[src/rtl/fetch_seq_ctrl_pkg.sv]
// Shared definitions for the fetch sequencer: FSM state encoding, the opcodes
// the front end cares about and the RNS register-file flag position.
package fetch_pkg;

  typedef enum logic [2:0] {
    S_BOOT  = 3'd0,
    S_RUN   = 3'd1,
    S_STALL = 3'd2,
    S_FLUSH = 3'd3,
    S_HALT  = 3'd4
  } fetch_state_e;

  localparam logic [4:0] OP_HALT   = 5'b10110;
  localparam logic [4:0] OP_RLOAD  = 5'b01000;
  localparam logic [4:0] OP_RSTORE = 5'b01001;

  // Bit of a 4-bit operand address selecting the RNS file (1) over the integer file (0).
  localparam int unsigned RNS_FILE_BIT = 3;

endpackage

[src/rtl/fetch_seq_ctrl_if.sv]
// Pipeline-facing signal bundle of the fetch sequencer.
// master: the sequencer itself; slave: the pipeline/memory side.
// Perf-counter outputs exist only when FETCH_PERF_CNT_EN is defined.
interface fetch_seq_ctrl_if #(
  parameter int unsigned PROG_CTR_WID = 10
) ();

  logic                    branch_taken_EX;
  logic [PROG_CTR_WID-1:0] branch_target_EX;
  logic [4:0]              opcode_IFID;
  logic [3:0]              op1_addr_IFID;
  logic [3:0]              op2_addr_IFID;
  logic [2:0]              op3_addr_IFID;
  logic                    store_IFID;
  logic                    ld_pending_EX;
  logic [2:0]              ld_dest_EX;
  logic                    resume;
  logic [PROG_CTR_WID-1:0] instr_mem_addr;
  logic                    fetch_valid;
  logic                    stall_IFID;
  logic                    flush_IFID;
  logic                    halted;
  logic [2:0]              state_dbg;
`ifdef FETCH_PERF_CNT_EN
  logic [15:0]             perf_branch_cnt;
  logic [15:0]             perf_stall_cnt;
  logic [15:0]             perf_halt_cnt;

  modport master (
    input  branch_taken_EX, branch_target_EX, opcode_IFID, op1_addr_IFID, op2_addr_IFID,
           op3_addr_IFID, store_IFID, ld_pending_EX, ld_dest_EX, resume,
    output instr_mem_addr, fetch_valid, stall_IFID, flush_IFID, halted, state_dbg,
           perf_branch_cnt, perf_stall_cnt, perf_halt_cnt
  );

  modport slave (
    output branch_taken_EX, branch_target_EX, opcode_IFID, op1_addr_IFID, op2_addr_IFID,
           op3_addr_IFID, store_IFID, ld_pending_EX, ld_dest_EX, resume,
    input  instr_mem_addr, fetch_valid, stall_IFID, flush_IFID, halted, state_dbg,
           perf_branch_cnt, perf_stall_cnt, perf_halt_cnt
  );
`else
  modport master (
    input  branch_taken_EX, branch_target_EX, opcode_IFID, op1_addr_IFID, op2_addr_IFID,
           op3_addr_IFID, store_IFID, ld_pending_EX, ld_dest_EX, resume,
    output instr_mem_addr, fetch_valid, stall_IFID, flush_IFID, halted, state_dbg
  );

  modport slave (
    output branch_taken_EX, branch_target_EX, opcode_IFID, op1_addr_IFID, op2_addr_IFID,
           op3_addr_IFID, store_IFID, ld_pending_EX, ld_dest_EX, resume,
    input  instr_mem_addr, fetch_valid, stall_IFID, flush_IFID, halted, state_dbg
  );
`endif

endinterface

[src/rtl/fetch_seq_ctrl_load_use_detect.sv]
// Combinational load-use hazard compare: an RLOAD in EX whose integer
// destination is read by the instruction in ID. RNS-file operands never match.
module load_use_detect
  import fetch_pkg::*;
(
  input  logic       ld_pending_i,
  input  logic [2:0] ld_dest_i,
  input  logic [3:0] op1_addr_i,
  input  logic [3:0] op2_addr_i,
  input  logic [2:0] op3_addr_i,
  input  logic       store_i,
  output logic       hazard_o
);

  logic op1_hit;
  logic op2_hit;
  logic op3_hit;

  assign op1_hit  = !op1_addr_i[RNS_FILE_BIT] && (op1_addr_i[2:0] == ld_dest_i);
  assign op2_hit  = !op2_addr_i[RNS_FILE_BIT] && (op2_addr_i[2:0] == ld_dest_i);
  // op3 is always an integer-file register, valid only for RSTORE.
  assign op3_hit  = store_i && (op3_addr_i == ld_dest_i);
  assign hazard_o = ld_pending_i && (op1_hit || op2_hit || op3_hit);

endmodule

[src/rtl/fetch_seq_ctrl.sv]
// Program-counter sequencer and fetch controller for the 5-stage RISC/RNS pipeline.
// Drives the instruction-memory address, stalls on load-use hazards, redirects and
// flushes on taken EX branches and halts on the HALT opcode.
// Optional macro FETCH_PERF_CNT_EN adds saturating branch/stall/halt counters.
module fetch_seq_ctrl
  import fetch_pkg::*;
#(
  parameter int unsigned PROG_CTR_WID = 10,
  parameter int unsigned RESET_VEC    = 0,
  parameter int unsigned FLUSH_CYCLES = 2   // legal 1..3
) (
  input logic                   clk,
  input logic                   rst,
  fetch_seq_ctrl_if.master      fetch_io
);

  localparam logic [PROG_CTR_WID-1:0] PcReset   = PROG_CTR_WID'(RESET_VEC);
  localparam logic [1:0]              FlushLoad = 2'(FLUSH_CYCLES - 1);

  fetch_state_e            state_q, state_d;
  logic [PROG_CTR_WID-1:0] pc_q, pc_d;
  logic [PROG_CTR_WID-1:0] pc_inc;
  logic [1:0]              cnt_q, cnt_d;
  logic                    fetch_valid_q;
  logic                    halted_q;
  logic                    hazard;
  logic                    stall;
  logic                    flush;
  logic                    is_halt_op;

  load_use_detect u_load_use_detect (
    .ld_pending_i (fetch_io.ld_pending_EX),
    .ld_dest_i    (fetch_io.ld_dest_EX),
    .op1_addr_i   (fetch_io.op1_addr_IFID),
    .op2_addr_i   (fetch_io.op2_addr_IFID),
    .op3_addr_i   (fetch_io.op3_addr_IFID),
    .store_i      (fetch_io.store_IFID),
    .hazard_o     (hazard)
  );

  assign pc_inc     = pc_q + PROG_CTR_WID'(1);  // wraps silently at all-ones
  assign is_halt_op = (fetch_io.opcode_IFID == OP_HALT);

  // Next-state decode; stall/flush are combinational so IF/ID reacts in the event cycle.
  always_comb begin
    state_d = state_q;
    pc_d    = pc_q;
    cnt_d   = cnt_q;
    stall   = 1'b0;
    flush   = 1'b0;
    unique case (state_q)
      S_BOOT: begin
        state_d = S_RUN;
      end
      S_RUN, S_STALL: begin
        if (fetch_io.branch_taken_EX) begin
          pc_d    = fetch_io.branch_target_EX;
          cnt_d   = FlushLoad;
          flush   = 1'b1;
          state_d = S_FLUSH;
        end else if (is_halt_op) begin
          state_d = S_HALT;
        end else if (hazard) begin
          stall   = 1'b1;
          state_d = S_STALL;
        end else begin
          pc_d    = pc_inc;
          state_d = S_RUN;
        end
      end
      S_FLUSH: begin
        // ID holds squashed contents here, so only a new branch is honoured.
        if (fetch_io.branch_taken_EX) begin
          pc_d  = fetch_io.branch_target_EX;
          cnt_d = FlushLoad;
          flush = 1'b1;
        end else begin
          pc_d = pc_inc;
          if (cnt_q == 2'd0) begin
            state_d = S_RUN;
          end else begin
            cnt_d = cnt_q - 2'd1;
          end
        end
      end
      S_HALT: begin
        // An older in-flight branch outranks resume.
        if (fetch_io.branch_taken_EX) begin
          pc_d    = fetch_io.branch_target_EX;
          cnt_d   = FlushLoad;
          flush   = 1'b1;
          state_d = S_FLUSH;
        end else if (fetch_io.resume) begin
          pc_d    = pc_inc;
          state_d = S_RUN;
        end
      end
      default: begin
        state_d = S_BOOT;
      end
    endcase
  end

  // FSM state, PC and registered fetch qualifiers.
  always_ff @(posedge clk or negedge rst) begin
    if (!rst) begin
      state_q       <= S_BOOT;
      pc_q          <= PcReset;
      cnt_q         <= 2'd0;
      fetch_valid_q <= 1'b0;
      halted_q      <= 1'b0;
    end else begin
      state_q       <= state_d;
      pc_q          <= pc_d;
      cnt_q         <= cnt_d;
      fetch_valid_q <= (state_d == S_RUN) || (state_d == S_STALL);
      halted_q      <= (state_d == S_HALT);
    end
  end

  assign fetch_io.instr_mem_addr = pc_q;
  assign fetch_io.fetch_valid    = fetch_valid_q;
  assign fetch_io.stall_IFID     = stall;
  assign fetch_io.flush_IFID     = flush;
  assign fetch_io.halted         = halted_q;
  assign fetch_io.state_dbg      = state_q;

`ifdef FETCH_PERF_CNT_EN
  logic [15:0] br_cnt_q;
  logic [15:0] stall_cnt_q;
  logic [15:0] halt_cnt_q;

  // Saturating event counters: taken branches, S_STALL cycles, S_HALT cycles.
  always_ff @(posedge clk or negedge rst) begin
    if (!rst) begin
      br_cnt_q    <= 16'd0;
      stall_cnt_q <= 16'd0;
      halt_cnt_q  <= 16'd0;
    end else begin
      if (flush && (br_cnt_q != 16'hFFFF)) begin
        br_cnt_q <= br_cnt_q + 16'd1;
      end
      if ((state_q == S_STALL) && (stall_cnt_q != 16'hFFFF)) begin
        stall_cnt_q <= stall_cnt_q + 16'd1;
      end
      if ((state_q == S_HALT) && (halt_cnt_q != 16'hFFFF)) begin
        halt_cnt_q <= halt_cnt_q + 16'd1;
      end
    end
  end

  assign fetch_io.perf_branch_cnt = br_cnt_q;
  assign fetch_io.perf_stall_cnt  = stall_cnt_q;
  assign fetch_io.perf_halt_cnt   = halt_cnt_q;
`endif

endmodule

[src/flat_wrapper.sv]
// flat-port wrapper written by rule: the top's interface ports become plain ports
module fetch_seq_ctrl_flat import fetch_pkg::*;
#(
  parameter int unsigned PROG_CTR_WID = 10,
  parameter int unsigned RESET_VEC    = 0,
  parameter int unsigned FLUSH_CYCLES = 2                
)
  (clk, rst, fetch_io_branch_taken_EX, fetch_io_branch_target_EX, fetch_io_opcode_IFID, fetch_io_op1_addr_IFID, fetch_io_op2_addr_IFID, fetch_io_op3_addr_IFID, fetch_io_store_IFID, fetch_io_ld_pending_EX, fetch_io_ld_dest_EX, fetch_io_resume, fetch_io_instr_mem_addr, fetch_io_fetch_valid, fetch_io_stall_IFID, fetch_io_flush_IFID, fetch_io_halted, fetch_io_state_dbg);
  fetch_seq_ctrl_if #(.PROG_CTR_WID(PROG_CTR_WID)) fetch_io_i ();
  input logic clk;
  input logic rst;
  input wire logic [$bits(fetch_io_i.branch_taken_EX)-1:0] fetch_io_branch_taken_EX;
  input wire logic [$bits(fetch_io_i.branch_target_EX)-1:0] fetch_io_branch_target_EX;
  input wire logic [$bits(fetch_io_i.opcode_IFID)-1:0] fetch_io_opcode_IFID;
  input wire logic [$bits(fetch_io_i.op1_addr_IFID)-1:0] fetch_io_op1_addr_IFID;
  input wire logic [$bits(fetch_io_i.op2_addr_IFID)-1:0] fetch_io_op2_addr_IFID;
  input wire logic [$bits(fetch_io_i.op3_addr_IFID)-1:0] fetch_io_op3_addr_IFID;
  input wire logic [$bits(fetch_io_i.store_IFID)-1:0] fetch_io_store_IFID;
  input wire logic [$bits(fetch_io_i.ld_pending_EX)-1:0] fetch_io_ld_pending_EX;
  input wire logic [$bits(fetch_io_i.ld_dest_EX)-1:0] fetch_io_ld_dest_EX;
  input wire logic [$bits(fetch_io_i.resume)-1:0] fetch_io_resume;
  output wire logic [$bits(fetch_io_i.instr_mem_addr)-1:0] fetch_io_instr_mem_addr;
  output wire logic [$bits(fetch_io_i.fetch_valid)-1:0] fetch_io_fetch_valid;
  output wire logic [$bits(fetch_io_i.stall_IFID)-1:0] fetch_io_stall_IFID;
  output wire logic [$bits(fetch_io_i.flush_IFID)-1:0] fetch_io_flush_IFID;
  output wire logic [$bits(fetch_io_i.halted)-1:0] fetch_io_halted;
  output wire logic [$bits(fetch_io_i.state_dbg)-1:0] fetch_io_state_dbg;
  assign fetch_io_i.branch_taken_EX = fetch_io_branch_taken_EX;
  assign fetch_io_i.branch_target_EX = fetch_io_branch_target_EX;
  assign fetch_io_i.opcode_IFID = fetch_io_opcode_IFID;
  assign fetch_io_i.op1_addr_IFID = fetch_io_op1_addr_IFID;
  assign fetch_io_i.op2_addr_IFID = fetch_io_op2_addr_IFID;
  assign fetch_io_i.op3_addr_IFID = fetch_io_op3_addr_IFID;
  assign fetch_io_i.store_IFID = fetch_io_store_IFID;
  assign fetch_io_i.ld_pending_EX = fetch_io_ld_pending_EX;
  assign fetch_io_i.ld_dest_EX = fetch_io_ld_dest_EX;
  assign fetch_io_i.resume = fetch_io_resume;
  assign fetch_io_instr_mem_addr = fetch_io_i.instr_mem_addr;
  assign fetch_io_fetch_valid = fetch_io_i.fetch_valid;
  assign fetch_io_stall_IFID = fetch_io_i.stall_IFID;
  assign fetch_io_flush_IFID = fetch_io_i.flush_IFID;
  assign fetch_io_halted = fetch_io_i.halted;
  assign fetch_io_state_dbg = fetch_io_i.state_dbg;
  fetch_seq_ctrl #(.PROG_CTR_WID(PROG_CTR_WID), .RESET_VEC(RESET_VEC), .FLUSH_CYCLES(FLUSH_CYCLES)) u_core (.clk(clk), .rst(rst), .fetch_io(fetch_io_i));
endmodule
[config.mk]
export PLATFORM = sky130hd
export DESIGN_NAME = fetch_seq_ctrl_flat
export DESIGN_NICKNAME = d
export VERILOG_FILES = /design/src/rtl/fetch_seq_ctrl_pkg.sv /design/src/rtl/fetch_seq_ctrl_if.sv /design/src/rtl/fetch_seq_ctrl_load_use_detect.sv /design/src/rtl/fetch_seq_ctrl.sv /design/src/flat_wrapper.sv
export SDC_FILE = /design/constraint.sdc
export NUM_CORES = 1
export LEC_CHECK = 0
export BUFFER_PORTS_ARGS = -buffer_cell sky130_fd_sc_hd__buf_2
export CAP_MARGIN = 20
export CORE_ASPECT_RATIO = 0.9
export CORE_MARGIN = 2
export CORE_UTILIZATION = 44
export DETAILED_ROUTE_END_ITERATION = 7
export GPL_ROUTABILITY_DRIVEN = 0
export MAX_ROUTING_LAYER = met4
export PLACE_DENSITY_LB_ADDON = 0.1
export SLEW_MARGIN = 15
export SYNTH_ARGS = -nofsm -noshare
export SYNTH_HDL_FRONTEND = slang
export SYNTH_SLANG_ARGS = --single-unit
[constraint.sdc]
create_clock -name clk -period 2 [get_ports clk]
set_input_delay 0.5 -clock clk [delete_from_list [all_inputs] [get_ports clk]]
set_output_delay 0.5 -clock clk [all_outputs]
set_load 0.1 [all_outputs]
==> results.md, run 1 <==
- Register area share after synthesis: 31.1%
- Largest net degree at the start of global routing: 27
- Remaining antenna violation count after routing: 0
- Crit. End Element: primary output
- CP Cell Sequence: inv_2 -> ha_4 -> nor2b_4 -> o21ai_2 -> a31oi_2 -> nand2_2 -> a21oi_4 -> buf_12
- CP required: 1.50 ns
- CTS tree: built
- Final setup vio count: 2
- Status: finished with violations
- Register bit total from synthesis: 17
- Num Clock Sinks: 17
- Buf+Inv Stages, Crit Path: 2
- I/O pin cnt: 52
- Initial antenna violation count: 0
- First-pass GRT wire length: 6.92 mm
- PwrDens: 1340 nW/um^2
- Worst slew pin tran: 0.491 ns
- Die area: 3570 sq um
- Setup crit end: fetch_io_stall_IFID
- CP max stage delay: 0.39 ns
- PortBufs: 51
- Pre-CTS setup slack: -0.234 ns
- Mapped Cells: 160
- Synth Net Count: 197
- Number of global-route vias before repair: 1532
- WP data arrival: 1.74 ns
- Max-cap check violation count: 0
- Nets@finish: 268
- Fraction of final layout cells sized beyond drive strength 1: 52.6%
- Share of synthesized flip-flops with an asynchronous set or reset: 100%
- Post-route cell area: 2020 sq um
- Die Y: 56.9 microns
- Hold Slack: 0.0972 ns
- Synthesized area: 1370 sq um
- Die width: 62.8 microns
- Reg clk slew, reported paths: 0.12 ns
- CP startpoint kind: flip-flop
- Slowest cell on crit path: dfrtp_1
- Fmax: 0.446 GHz
- Core area: 3020 sq um
- Clk_skew: 0.0181 ns
- Non-filler instance count after layout: 272
- Mean Syn Cell Area: 8.56 sq um
- Levels on crit path: 8
- RSZ-0062 raised after global routing: true
- Via-per-instance ratio: 5.52
- Leakage: 0.898 nW
- R2r endpoint: u_core.fetch_io.instr_mem_addr[7]
- Starting DRT DRC Count: 57
- Top-area cell type share of the netlist area: 31.1%
- Reg2reg path depth: 8
- Row Count: 19
- Synth top area cells: dfrtp_1 31%, a211oi_2 6.4%, xor2_1 4.5%, a211oi_1 4.4%, o21ai_0 4.0%
- Wirelength, routed: 3.88 mm
- Worst ir drop on vdd: 686 uV
- Failing checks: negative setup slack
- Final Cycle Share: 112%
- Largest delay contributor family on the critical path: compound AO/OA/AOI/OAI gates
- Main synth FF type: dfrtp_1
- Area grow syn2layout: 47.3%
- Wire length per cell: 14.3 microns
- CP Launch Point: u_core.cnt_q[0]
- FILL cells: 267
- H-tree levels: 1
- Clock Tree Root: clkbuf_4
- Initial Util: 45.3%
- Yosys top cell by area: dfrtp_1
- Clock Latency Late Sink: 0.31 ns
- DR pass1 iterations: 4
- Hpwl dp: 2.90 mm
- Library cells used by synthesis: 42
- Fin. max-slew vios: 0
- Post-synth EDFFs: 0
- Placement-stage cell area: 1870 sq um
- N_diodes: 0
- Final worst slack: -0.242 ns
- Cts bufs inserted: 3
- Drt drc: 0
- Maximum clock path buffer count: 2
- Reg-to-reg slack, setup: 0.01 ns
- Grt total ovfl: 0
- Vias after detailed routing: 1502
- Crit path kind: flip-flop to primary output
- Dpl cells: 263
- Design Power: 2.69 mW
- Launch point of the worst reg-to-reg path: u_core.fetch_io.state_dbg[2]
- Slew HR: 67.5%
- Crit path time final: 2.24 ns
- Gr usage total: 24.8%
- Yosys warns: 0
- Crit path max fanout: 2
- Final Hold Fails: 0
- Min-delay worst type: input pin to async pin
sequential cells by signal, summed over array words and instances, names as in the netlist:
name                            cells
u_core.fetch_io.fetch_valid         1
u_core.cnt_q                        2
u_core.fetch_io.instr_mem_addr     10
u_core.fetch_io.state_dbg           3
u_core.fetch_io.halted              1
power by group:
group          leakage [nW]  total [mW]  internal, mW  switching (mW)
combinational         0.691        1.89         0.601            1.29
clock                0.0177       0.197        0.0746           0.122
sequential            0.190       0.605         0.476           0.129
total                 0.898        2.69          1.15            1.54
logic make-up (layout without fill, tap and decap cells):
logic type | count (synthesis) | in the layout | synth area share (%)
and+or+nand+nor | 56 | 56 | 21.5
AOI/OAI and AO/OA | 48 | 48 | 28.0
buffers and inverters | 22 | 92 | 6.95
xor gates and xnor gates | 12 | 12 | 7.68
adders and majority gates | 2 | 2 | 1.83
muxes | 3 | 3 | 3.02
DFF | 17 | 17 | 31.1
repair_timing:
item                                    CTS  global route
pin swaps                                 5             6
hold buffers                              0             0
setup buffers                             4             1
resized for setup                        11             7
endpoints found under the setup margin    2            10
how the worst min path moves through the flow:
stage	cells past startpoint	from	slack [ns]	endpoint
after detailed placement	1	rst	0.45	u_core.cnt_q[1]
after CTS	1	rst	0.11	u_core.cnt_q[1]
final	1	rst	0.1	u_core.cnt_q[1]
after floorplan	0	rst	0.20	u_core.cnt_q[0]
after global routing	1	rst	0.12	u_core.cnt_q[1]
after global placement	1	rst	0.45	u_core.cnt_q[1]
metal layers:
metal | GRT usage, % | vias up | wire, microns
met2 | 44.5 | 48 | 1990
li1 | - | 726 | -
met5 | - | - | 0
met4 | 5.40 | 0 | 47
met3 | 4.21 | 6 | 166
met1 | 29.3 | 722 | 1680
layout make-up:
| cell class | count | area (sq um) | share of cell area, % |
|---|---|---|---|
| clock inverters | 1 | 5.00 | 0.248 |
| inverters | 13 | 52.6 | 2.61 |
| flip-flops and latches | 17 | 449 | 22.3 |
| multi-input cells | 121 | 955 | 47.3 |
| repair buffers | 75 | 480 | 23.8 |
| clock buffers | 3 | 22.5 | 1.12 |
| well taps | 42 | 52.6 | 2.61 |
stage by stage:
| stage | TNS (ns) | util (%) |
|---|---|---|
| after floorplan | -0.537 | - |
| after global placement | -1.31 | 61.9 |
| after detailed placement | -1.70 | 61.9 |
| after CTS | -0.318 | 65.4 |
| after global routing | -0.925 | 66.8 |
| final | -0.256 | 66.8 |
cell usage after synthesis (2+ instances only):
master,n
a211oi_2,7
mux2_4,2
or3_1,3
nand3b_1,3
a31oi_1,3
inv_1,13
xor2_1,7
nand3_1,7
nor3_1,2
clkbuf_1,3
o32ai_1,5
nor4_1,3
a211oi_1,8
o21ai_0,11
buf_2,4
dfrtp_1,17
ha_1,2
nor2b_1,3
nor2_1,14
and2_1,3
a21oi_1,4
o31a_1,2
nand2b_1,2
nand2_1,10
xnor2_1,5
cells in the final DEF, fill, tap and decap left out, types with 2 or more instances in the layout:
cell | Yosys | routed
or3_1 | 3 | 3
nor2b_1 | 3 | 2
dfrtp_2 | 0 | 4
dfrtp_1 | 17 | 8
nand3b_1 | 3 | 3
o32ai_1 | 5 | 5
buf_4 | 0 | 20
o21ai_0 | 11 | 10
clkbuf_4 | 0 | 3
buf_2 | 4 | 49
nand3_1 | 7 | 7
dfrtp_4 | 0 | 5
a211oi_2 | 7 | 10
a31oi_1 | 3 | 2
inv_2 | 0 | 2
xor2_1 | 7 | 7
nor2_1 | 14 | 12
nand2b_1 | 2 | 2
o31a_1 | 2 | 2
a211oi_1 | 8 | 5
buf_12 | 0 | 2
buf_6 | 1 | 4
inv_1 | 13 | 10
nand2_1 | 10 | 8
nand2_2 | 0 | 2
xnor2_1 | 5 | 4
mux2_4 | 2 | 2
a21oi_1 | 4 | 3
nor3_1 | 2 | 2
nor4_1 | 3 | 3
and2_1 | 3 | 3
(Power assumes the default switching activity.)
==> run 2: changes to the inputs <==
CTS_BUF_LIST = sky130_fd_sc_hd__clkbuf_16   (was unset)
==> run 2 against run 1 <==
- the flow still finishes with violations (negative setup slack)
- cell count is 0.37% higher
- die area unchanged
- first-iteration DRC count up 28%
- clock skew down 0.015 ns
- wire length is 2.2% lower
- hold slack better by 0.076 ns
- sequential power hardly changed
- clock-buffer cell count stayed put
- combinational power about the same
- critical path type is now input pin to primary output
==> results.md, run 2 (synthesized netlist as in run 1, its figures left out) <==
- Status: finished with violations
- Failing checks: negative setup slack
- Die Y: 56.9 microns
- Die width: 62.8 microns
- CP startpoint kind: input pin
- Crit. End Element: primary output
- Dpl cells: 263
- CP required: 1.50 ns
- Worst ir drop on vdd: 743 uV
- Gr usage total: 24.0%
- Largest register FFs: 10
- Num Clock Sinks: 17
- Area grow syn2layout: 49.5%
- Via-per-instance ratio: 5.45
- Clock Tree Root: clkbuf_16
- Maximum clock path buffer count: 2
- WP data arrival: 1.71 ns
- Commonest cells after routing, fill and taps aside: 48 x buf_2, 24 x buf_4, 13 x nor2_1
- Drt drc: 0
- Net Sw Frac: 53.4%
- Fmax: 0.452 GHz
- P_sw: 1.54 mW
- Final Hold Fails: 0
- Comb pwr share: 65.1%
- Wirelength, routed: 3.80 mm
- PwrDens: 1410 nW/um^2
- Row Count: 19
- Fraction of final layout cells sized beyond drive strength 1: 51.5%
- RSZ-0062 raised after global routing: true
- Clock Latency Late Sink: 0.25 ns
- Slowest cell on crit path: nor4_1
- Final Cycle Share: 111%
- Fin. max-slew vios: 0
- CTS tree: built
- PortBufs: 51
- Final worst slack: -0.214 ns
- Crit path time final: 2.21 ns
- Commonest non-fill, non-tap cell in the layout: buf_2
- Wire length per cell: 13.9 microns
- Cts bufs inserted: 3
- Clock share of power: 13.9%
- Hpwl dp: 2.90 mm
- Setup TNS: -0.214 ns
- Die area: 3570 sq um
- Pre-CTS setup slack: -0.234 ns
- Starting DRT DRC Count: 73
- I/O pin cnt: 52
- CP Cell Sequence: buf_8 -> xor2_1 -> nor4_1 -> o31a_1 -> nand2_2 -> a21oi_4 -> buf_12
- N_diodes: 0
- Core area: 3020 sq um
- Min-delay worst type: input pin to async pin
- Slew HR: 67.4%
- Leakage: 0.928 nW
- Nets@finish: 269
- H-tree levels: 1
- Hold_buf cts: 0
- Initial antenna violation count: 0
- Design Power: 2.89 mW
- Max-cap check violation count: 0
- First-pass GRT wire length: 6.71 mm
- Reg clk slew, reported paths: 0.05 ns
- Sequential Power Share: 20.9%
- Grt total ovfl: 0
- Crit path kind: input pin to primary output
- Crit path max fanout: 3
- CP max stage delay: 0.30 ns
- Final setup vio count: 1
- Worst slew pin tran: 0.493 ns
- Cell Int Power: 1.35 mW
- DR pass1 iterations: 4
- Number of global-route vias before repair: 1545
- Remaining antenna violation count after routing: 0
- Largest net degree at the start of global routing: 27
- Initial Util: 45.3%
- Vias after detailed routing: 1488
- Non-filler instance count after layout: 273
- Clk_skew: 0.00315 ns
==> run 2: changes by cell type in the layout (fill, tap and decap cells not counted), moves of 3 or more <==
cell and change:
clkbuf_16 +3, buf_4 +4, buf_6 -3, a211oi_1 +3, clkbuf_4 -3, a211oi_2 -3
==> run 2: worst paths after layout <==
check / startpoint / endpoint / slack [ns] / depth (start not counted)
worst max-delay path: fetch_io_ld_dest_EX[2] / fetch_io_stall_IFID / -0.21 / 7
max in group asynchronous: rst / u_core.fetch_io.state_dbg[0] / 1.51 / 1
worst max register to register: u_core.fetch_io.state_dbg[2] / u_core.fetch_io.instr_mem_addr[3] / 0.05 / 7
worst min register to register: u_core.fetch_io.instr_mem_addr[9] / u_core.fetch_io.instr_mem_addr[9] / 0.57 / 2
min in group clk: fetch_io_branch_target_EX[2] / u_core.fetch_io.instr_mem_addr[2] / 0.55 / 3
worst min-delay path: rst / u_core.cnt_q[1] / 0.17 / 1
==> run 2: area by class of cell <==
class / count / area (sq um)
clock buffer: 3 / 75.1
clock inverter: 1 / 5.00
fill: 269 / 973
inverter: 13 / 52.6
multi-input combinational: 121 / 925
sequential: 17 / 449
tap: 42 / 52.6
timing repair buffer: 76 / 487
==> run 2: power groups by stage <==
stage	logic, mW	registers [mW]	clock network, mW
CTS	1.83	0.602	0.411
finish	1.89	0.605	0.403
floorplan	0.719	1.24	0
detailed placement	1.78	0.607	0
global route	2.01	0.629	0.426
global placement	1.75	0.604	0
==> run 2: worst max-delay path: cells and delay by family <==
kind | cells | cell delay, ns
AOI/OAI and AO/OA | 2 | 0.39
xor gates and xnor gates | 1 | 0.15
buffers and inverters | 2 | 0.28
and+or+nand+nor | 2 | 0.39
==> run 2: layer usage <==
metal  GRT usage (%)  routed length, microns  vias up
li1                -                       -      729
met1            27.8                    1610      710
met2            42.4                    1940       41
met5               -                       0        -
met3            4.41                     175        8
met4            7.62                      70        0
==> run 2: stage by stage <==
stage / utilization, % / instance area, sq um / hold WS (ns)
floorplan: - / 1450 / 0.204
global placement: 61.9 / 1870 / 0.454
detailed placement: 61.9 / 1870 / 0.452
CTS: 66.6 / 2010 / 0.186
global route: 67.8 / 2050 / 0.204
finish: 67.8 / 2050 / 0.173
==> run 2: what timing repair did <==
action | in CTS | in global routing
endpoints found under the setup margin | 2 | 9
cloned | 0 | 0
resized for setup | 9 | 4
pin swaps | 7 | 6
setup buffers | 4 | 4
==> run 3: changes to the inputs <==
RECOVER_POWER = 25   (was unset)
==> run 3 against run 2 <==
- the flow still finishes with violations (negative setup slack)
- global-route usage unchanged
- power hardly changed
- flip-flop and latch count did not move
- critical path depth stayed put
- clock power hardly changed
- clock skew hardly changed
- die area unchanged
- combinational power about the same
- utilization hardly changed
- non-clock buffer count did not move
- largest power group unchanged
==> results.md, run 3 (synthesized netlist as in run 1, its figures left out) <==
- I/O pin cnt: 52
- PwrDens: 1420 nW/um^2
- Starting DRT DRC Count: 76
- Via-per-instance ratio: 5.45
- Crit path time final: 2.21 ns
- Worst slew pin tran: 0.946 ns
- Clock Tree Root: clkbuf_16
- Min-delay worst type: input pin to async pin
- Wirelength, routed: 3.79 mm
- Fmax: 0.452 GHz
- PortBufs: 51
- Commonest non-fill, non-tap cell in the layout: buf_2
- Die Y: 56.9 microns
- Clock share of power: 13.9%
- Maximum clock path buffer count: 2
- RSZ-0062 raised after global routing: true
- Post-Route Utilization: 67.7%
- Hpwl dp: 2.90 mm
- WP data arrival: 1.71 ns
- Area grow syn2layout: 49.4%
- Final worst slack: -0.214 ns
- Sequential Power Share: 20.9%
- First-pass GRT wire length: 6.71 mm
- Max-cap check violation count: 0
- Fin. max-slew vios: 0
- Core area: 3020 sq um
- Num Clock Sinks: 17
- Largest net degree at the start of global routing: 27
- Leakage: 0.925 nW
- Grt total ovfl: 0
- Slew HR: 36.9%
- H-tree levels: 1
- Final Hold Fails: 0
- Drt drc: 0
- Reg clk slew, reported paths: 0.05 ns
- Setup TNS: -0.214 ns
- CP startpoint kind: input pin
- Net Sw Frac: 53.4%
- CP required: 1.50 ns
- Row Count: 19
- Fraction of final layout cells sized beyond drive strength 1: 51.1%
- Crit. End Element: primary output
- Cell Int Power: 1.35 mW
- Nets@finish: 269
- Remaining antenna violation count after routing: 0
- Crit path max fanout: 3
- Design Power: 2.89 mW
- Hold Slack: 0.376 ns
- Crit path kind: input pin to primary output
- Post-route cell area: 2040 sq um
- Die area: 3570 sq um
- Clock Latency Late Sink: 0.25 ns
- Vias after detailed routing: 1488
- Clk_skew: 0.00317 ns
- Initial antenna violation count: 0
- Initial Util: 45.3%
- Worst ir drop on vdd: 743 uV
- Commonest cells after routing, fill and taps aside: 47 x buf_2, 24 x buf_4, 13 x nor2_1
- Largest register FFs: 10
- Number of global-route vias before repair: 1545
- N_diodes: 0
- Placement-stage cell area: 1870 sq um
- DR pass1 iterations: 4
- Final setup vio count: 1
- Comb pwr share: 65.1%
- Final Cycle Share: 111%
- Wire length per cell: 13.9 microns
- Cts bufs inserted: 3
- Gr usage total: 24.0%
- Die width: 62.8 microns
- Hold_buf cts: 0
- Status: finished with violations
- P_sw: 1.54 mW
- Failing checks: negative setup slack
- CTS tree: built
run 3: changes by cell type in the layout (fill, tap and decap cells not counted):
cell	delta
buf_2	-1
clkbuf_1	+1
run 3: layout make-up:
cell class	count	area, sq um
inverters	13	52.6
repair buffers	76	485
fillers	268	975
clock buffers	3	75.1
flip-flops and latches	17	449
well taps	42	52.6
clock inverters	1	5.00
multi-input cells	121	925
run 3: timing repair:
item,4_1_cts,5_1_grt
setup endpoints to repair,2,9
gates resized for setup,9,4
pin swaps,7,6
setup buffers,4,4
run 3: worst max-delay path, cell delays in order:
cell and delay, ns:
buf_8 0.10, xor2_1 0.15, nor4_1 0.30, o31a_1 0.21, nand2_2 0.09, a21oi_4 0.18
buf_12 0.18
run 3: per-stage QoR:
stage	instances	setup WS, ns
2_1_floorplan	160	-0.453
3_3_place_gp	263	-0.186
3_5_place_dp	263	-0.234
4_1_cts	271	-0.196
5_1_grt	273	-0.250
6_report	273	-0.214
run 3: worst paths after layout:
kind	from	end	slack, ns	cells after the start
max reg2reg	u_core.fetch_io.state_dbg[2]	u_core.fetch_io.instr_mem_addr[3]	0.05	7
min	rst	u_core.cnt_q[1]	0.38	1
max	fetch_io_ld_dest_EX[2]	fetch_io_stall_IFID	-0.21	7
max in group asynchronous	rst	u_core.fetch_io.state_dbg[0]	0.94	1
min reg2reg	u_core.fetch_io.instr_mem_addr[9]	u_core.fetch_io.instr_mem_addr[9]	0.57	2
min in group clk	fetch_io_branch_target_EX[2]	u_core.fetch_io.instr_mem_addr[2]	0.55	3
run 3: per-layer routing:
| layer | part of all wire, % | GRT usage, % | wire, microns |
|---|---|---|---|
| met1 | 42 | 27.8 | 1610 |
| met2 | 51 | 42.4 | 1940 |
| met3 | 4.6 | 4.41 | 174 |
| met4 | 1.8 | 7.62 | 70 |
| met5 | 0 | - | 0 |
run 3: power groups by stage:
stage | Combinational [mW] | Clock (mW) | Sequential (mW)
detailed placement | 1.78 | 0 | 0.607
CTS | 1.83 | 0.411 | 0.602
finish | 1.88 | 0.403 | 0.605
floorplan | 0.719 | 0 | 1.24
global placement | 1.75 | 0 | 0.604
global route | 2.01 | 0.426 | 0.629
